<file path="src/rtl/activation_writeback.sv">
// activation_writeback
//   Re-pairs the staggered column-1 / column-2 outputs of the two-column
//   leaky ReLU stage into aligned rows and writes each row as one 32-bit
//   word {col2, col1} to consecutive unified-buffer addresses starting at a
//   programmable base. A start/busy/done FSM frames each transfer and a
//   sticky error flag reports skew violations.
//
// Ports
//   clk, rst                          clock, async active-high reset
//   wb_start_in                       start pulse (accepted only in IDLE)
//   wb_base_addr_in, wb_num_rows_in   transfer setup, sampled on start
//   wb_valid_1_in, wb_data_1_in       column-1 element (Q8.8)
//   wb_valid_2_in, wb_data_2_in       column-2 element (Q8.8)
//   wb_mem_wr_en_out/addr_out/data_out  registered buffer write port
//   wb_busy_out, wb_done_out, wb_err_out  status
module activation_writeback #(
   parameter int ADDR_W     = 8,
   parameter int SKEW_DEPTH = 4
) (
   input  logic              clk,
   input  logic              rst,
   input  logic              wb_start_in,
   input  logic [ADDR_W-1:0] wb_base_addr_in,
   input  logic [ADDR_W-1:0] wb_num_rows_in,
   input  logic              wb_valid_1_in,
   input  logic              wb_valid_2_in,
   input  logic [15:0]       wb_data_1_in,
   input  logic [15:0]       wb_data_2_in,
   output logic              wb_mem_wr_en_out,
   output logic [ADDR_W-1:0] wb_mem_addr_out,
   output logic [31:0]       wb_mem_data_out,
   output logic              wb_busy_out,
   output logic              wb_done_out,
   output logic              wb_err_out
);

   localparam int PTR_W = $clog2(SKEW_DEPTH);

   typedef enum logic [1:0] {IDLE, RUN, DONE} state_t;

   state_t            state;
   logic [ADDR_W-1:0] base;
   logic [ADDR_W-1:0] num_rows;
   logic [ADDR_W-1:0] row_count;

   logic [15:0]       fifo [SKEW_DEPTH];
   logic [PTR_W-1:0]  rd_ptr;
   logic [PTR_W-1:0]  wr_ptr;
   logic [PTR_W:0]    fill;

   logic        active;
   logic        fifo_empty;
   logic        fifo_full;
   logic        bypass;
   logic        pop;
   logic        push;
   logic        pair;
   logic        skew_err;
   logic [15:0] pair_lo;

   // Pairing is only live while rows remain; once the last pair is formed
   // the write cycle still sits in RUN but further valids are ignored.
   always_comb begin
      active     = (state == RUN) && (row_count != num_rows);
      fifo_empty = (fill == '0);
      fifo_full  = (fill == (PTR_W+1)'(SKEW_DEPTH));
      bypass     = active && wb_valid_1_in && wb_valid_2_in && fifo_empty;
      pop        = active && wb_valid_2_in && !fifo_empty;
      // A pop in the same cycle frees the head slot, so a full FIFO can
      // still accept the new column-1 value.
      push       = active && wb_valid_1_in && !bypass && (!fifo_full || pop);
      pair       = bypass || pop;
      pair_lo    = bypass ? wb_data_1_in : fifo[rd_ptr];
      skew_err   = active && ((wb_valid_2_in && fifo_empty && !wb_valid_1_in) ||
                              (wb_valid_1_in && fifo_full && !pop));
   end

   // Holding storage carries no reset; occupancy is tracked by fill.
   always_ff @(posedge clk) begin
      if (push) fifo[wr_ptr] <= wb_data_1_in;
   end

   always_ff @(posedge clk or posedge rst) begin
      if (rst) begin
         state            <= IDLE;
         base             <= '0;
         num_rows         <= '0;
         row_count        <= '0;
         rd_ptr           <= '0;
         wr_ptr           <= '0;
         fill             <= '0;
         wb_mem_wr_en_out <= 1'b0;
         wb_mem_addr_out  <= '0;
         wb_mem_data_out  <= '0;
         wb_err_out       <= 1'b0;
      end else begin
         wb_mem_wr_en_out <= 1'b0;
         case (state)
            IDLE: begin
               if (wb_start_in) begin
                  base       <= wb_base_addr_in;
                  num_rows   <= wb_num_rows_in;
                  row_count  <= '0;
                  rd_ptr     <= '0;
                  wr_ptr     <= '0;
                  fill       <= '0;
                  wb_err_out <= 1'b0;
                  state      <= (wb_num_rows_in == '0) ? DONE : RUN;
               end
            end
            RUN: begin
               if (active) begin
                  if (pair) begin
                     wb_mem_wr_en_out <= 1'b1;
                     wb_mem_addr_out  <= base + row_count;
                     wb_mem_data_out  <= {wb_data_2_in, pair_lo};
                     row_count        <= row_count + ADDR_W'(1);
                  end
                  if (pop)  rd_ptr <= rd_ptr + PTR_W'(1);
                  if (push) wr_ptr <= wr_ptr + PTR_W'(1);
                  if (push && !pop)      fill <= fill + (PTR_W+1)'(1);
                  else if (pop && !push) fill <= fill - (PTR_W+1)'(1);
                  if (skew_err) wb_err_out <= 1'b1;
               end else begin
                  // Final write is on the port this cycle.
                  state <= DONE;
               end
            end
            DONE:    state <= IDLE;
            default: state <= IDLE;
         endcase
      end
   end

   assign wb_busy_out = (state == RUN);
   assign wb_done_out = (state == DONE);

endmodule

</file>
<file path="config.mk">
export PLATFORM = sky130hd
export DESIGN_NAME = activation_writeback
export DESIGN_NICKNAME = d
export VERILOG_FILES = /design/src/rtl/activation_writeback.sv
export SDC_FILE = /design/constraint.sdc
export NUM_CORES = 1
export LEC_CHECK = 0
export ABC_CLOCK_PERIOD_IN_PS = 3100
export CAP_MARGIN = 20
export CORE_ASPECT_RATIO = 1.75
export CORE_MARGIN = 5
export CORE_UTILIZATION = 40
export CTS_BUF_LIST = sky130_fd_sc_hd__clkbuf_4 sky130_fd_sc_hd__clkbuf_8
export CTS_CLUSTER_DIAMETER = 40
export DETAILED_ROUTE_END_ITERATION = 8
export GPL_TIMING_DRIVEN = 0
export HOLD_SLACK_MARGIN = 0.08
export PLACE_DENSITY = 0.73
export SKIP_LAST_GASP = 1
export SYNTH_ARGS = -nofsm -noshare
export SYNTH_HDL_FRONTEND = slang
export SYNTH_SLANG_ARGS = --single-unit
</file>
<file path="constraint.sdc">
create_clock -name clk -period 3.1 [get_ports clk]
set_input_delay 0.62 -clock clk [delete_from_list [all_inputs] [get_ports clk]]
set_output_delay 0.62 -clock clk [all_outputs]
set_load 0.005 [all_outputs]
</file>
==> summary.md <==
| Metric | Value |
|---|---|
| Status | finished, final reports clean |
| Final Hold Vio Count | 0 |
| Synthesized Nets | 516 |
| Vias | 3947 |
| Worst Path Max Fanout | 16 |
| Grt total ovfl | 0 |
| Post-synth EDFFs | 64 |
| Top-count cell post-synth | dfrtp_1 |
| Fin crit share | 90.5% |
| #FFs+latches synth | 139 |
| Critical path data required time | 3150 ps |
| Vias in the first global route | 4368 |
| Mapped Avg Cell Area | 13.4 sq um |
| Residual DRC | 0 |
| Ranking of synthesized cells by area | edfxtp_1 (32%), dfrtp_1 (31%), mux4_2 (6.0%) |
| Max-cap viol count | 0 |
| Setup crit end kind | flop |
| Area delta synth->final | 26.9% |
| Slew margin rel. | 37.0% |
| Longest Clk Path Bufs | 2 |
| Synthesized area | 6000 sq um |
| Worst VDD drop | 0.390 mV |
| Cells after Synth | 449 |
| Met1 Use GR | 17.0% |
| CTS hold repair buffers | 0 |
| Grt met3 use | 4.36% |
| GRT Util Overall | 16.6% |
| Initial antenna violation count | 0 |
| Initial Util | 40.4% |
| Post-synth top area share | 32.1% |
| CTS Sinks | 139 |
| Utilization after layout | 51.3% |
| H-tree Lvls | 4 |
| Clk_skew | 12.4 ps |
| Tightest Pin Transition | 946 ps |
| Leakage | 2.95 nW |
| Final setup fails | 0 |
| Core ar. | 14800 sq um |
| Post-CTS setup buffer count | 0 |
| Top Ports | 97 |
| Vias per std cell | 5.19 |
| Filler-free cell count of the finished design | 761 |
| IO buf count | 96 |
| Iter 0 DRT Violations | 130 |
| Placed cell count | 729 |
| R2r setup slk | 300 ps |
| Number of detailed-routing iterations run before antenna repair | 4 |
| Pwr/cell area | 926 nW/um^2 |
| Die height | 172 microns |
| Clk slew on worst S/H paths | 90 ps |
| Post-synth ARST share | 54.0% |
| Ys Warns | 0 |
| DP Area | 7220 sq um |
| Most common library cells after synthesis | dfrtp_1 (75), nand2_1 (71), edfxtp_1 (64) |
| Design Area, Final | 7610 sq um |
| Register area share after synthesis | 63.4% |
| Die W | 103 microns |
| Antenna-violating nets left | 0 |
| CTS Buf Count | 17 |
| Pin count of the biggest net entering global routing | 63 |
| Die ar. | 17600 sq um |
| Worst EP arrival | 2860 ps |
| Total Wirelength | 13800 microns |
| Row cnt | 59 |
| PostCTS Resize Cnt | 0 |
| Tmin final | 2800 ps |
| Worst skew pair latency | 430 ps |
| RSZ-0062 raised after global routing | no |
| Top cell type by total area after synthesis | edfxtp_1 |
| F_max | 0.357 GHz |
| Busiest grt layer | met2 |
| Global-route wire length before repair | 22100 microns |
| CTS tree | yes |
| Top_reg_cell synth | dfrtp_1 |
| Hpwl dp | 10100 microns |
| GRT met2 Usage | 31.3% |
| Share of layout cells above drive strength 1 | 13.1% |
| Routed WL per cell | 18.1 microns |
| Nets | 632 |
| Antenna cell count | 0 |
| RePlAce Congestion | 0.898 |
| Root Buffer | clkbuf_8 |
| Slew Limit Fails | 0 |
| Crit Path Class | reg2reg |
| Final TNS setup | 0 ps |
| CP Launch Type | flop |
| Library cells used by synthesis | 47 |
| Total power draw | 7.04 mW |
| Worst min path class | in2async |
## final timing paths
path                                           startpoint                             end  cells after the start
max                              row_count[3]$_DFFE_PP0P_            fifo[0][8]$_DFFE_PP_                      5
min                                                   rst  wb_mem_data_out[6]$_DFFE_PP0P_                      2
max reg2reg                      row_count[3]$_DFFE_PP0P_            fifo[0][8]$_DFFE_PP_                      5
min reg2reg                wb_mem_addr_out[6]$_DFFE_PP0P_  wb_mem_addr_out[6]$_DFFE_PP0P_                      2
max in group asynchronous                             rst           rd_ptr[0]$_DFFE_PP0P_                      3
min in group clk           wb_mem_addr_out[6]$_DFFE_PP0P_  wb_mem_addr_out[6]$_DFFE_PP0P_                      2
## power breakdown
group          total, mW  internal (mW)  leakage, nW  switching, mW
logic               2.74           1.46         1.26           1.28
clock network       1.44          0.664        0.191          0.772
registers           2.87           2.54         1.50          0.331
total               7.04           4.66         2.95           2.38
## cell families after synthesis
logic type / count (synthesis) / synth area share, %
compound gates: 63 / 6.37
fa+ha+maj: 14 / 3.17
buf+inv: 32 / 2.42
mux: 52 / 12.4
flops: 139 / 63.4
simple gates: 132 / 9.83
xor+xnor: 17 / 2.48
## area by class of cell
cell class	count	area (sq um)
Buffer	19	96.3
Clock buffer	17	234
Clock inverter	15	158
Fill cell	1300	7230
Inverter	13	51.3
Multi-Input combinational cell	278	2050
Sequential cell	139	3800
Tap cell	183	229
Timing Repair Buffer	97	988
## registers in the layout (all words and copies together), names as in the netlist, 2 cells and up
| register | cells |
|---|---|
| row_count | 8 |
| num_rows | 8 |
| fill | 3 |
| wr_ptr | 2 |
| wb_mem_addr_out | 8 |
| state | 2 |
| base | 8 |
| rd_ptr | 2 |
| wb_mem_data_out | 32 |
| fifo | 64 |
## cell usage in the layout (no fill, tap or decap), types with 3 or more instances in the layout
cell type | synthesis | final
clkbuf_1 | 13 | 13
inv_1 | 12 | 11
ha_1 | 12 | 12
mux2_2 | 17 | 17
nand3_1 | 8 | 8
o211ai_1 | 4 | 4
inv_6 | 0 | 5
and2_1 | 6 | 6
a21oi_1 | 22 | 22
clkbuf_8 | 0 | 17
nand2_1 | 71 | 71
dfrtp_1 | 75 | 75
clkdlybuf4s50_1 | 0 | 96
o31ai_1 | 6 | 6
nand2b_1 | 3 | 3
nor2_1 | 25 | 25
xnor2_1 | 14 | 14
mux4_2 | 16 | 16
edfxtp_1 | 64 | 64
clkinvlp_4 | 0 | 3
mux2i_1 | 19 | 19
o21ai_0 | 17 | 17
xor2_1 | 3 | 3
nor3_1 | 3 | 3
## layer usage
| layer | vias to the layer above | part of all wire [%] |
|---|---|---|
| met5 | - | 0 |
| met4 | 0 | 2.1 |
| met3 | 24 | 4.2 |
| met2 | 104 | 58 |
| met1 | 1962 | 36 |
| li1 | 1857 | - |
## critical path, cell delays in order, from the launching register on
cell and delay [ps]:
dfrtp_1 490, xnor2_1 200, nand4_1 140, nor2_1 140
a211oi_1 600, and2_1 850
## per-stage QoR
stage               setup WS, ps  hold slack [ps]
floorplan                    570              452
global placement            -910              469
detailed placement          -131              472
CTS                          276              445
global route                 165              436
finish                       295              464
Note: power is estimated with default switching activity, not from simulation.
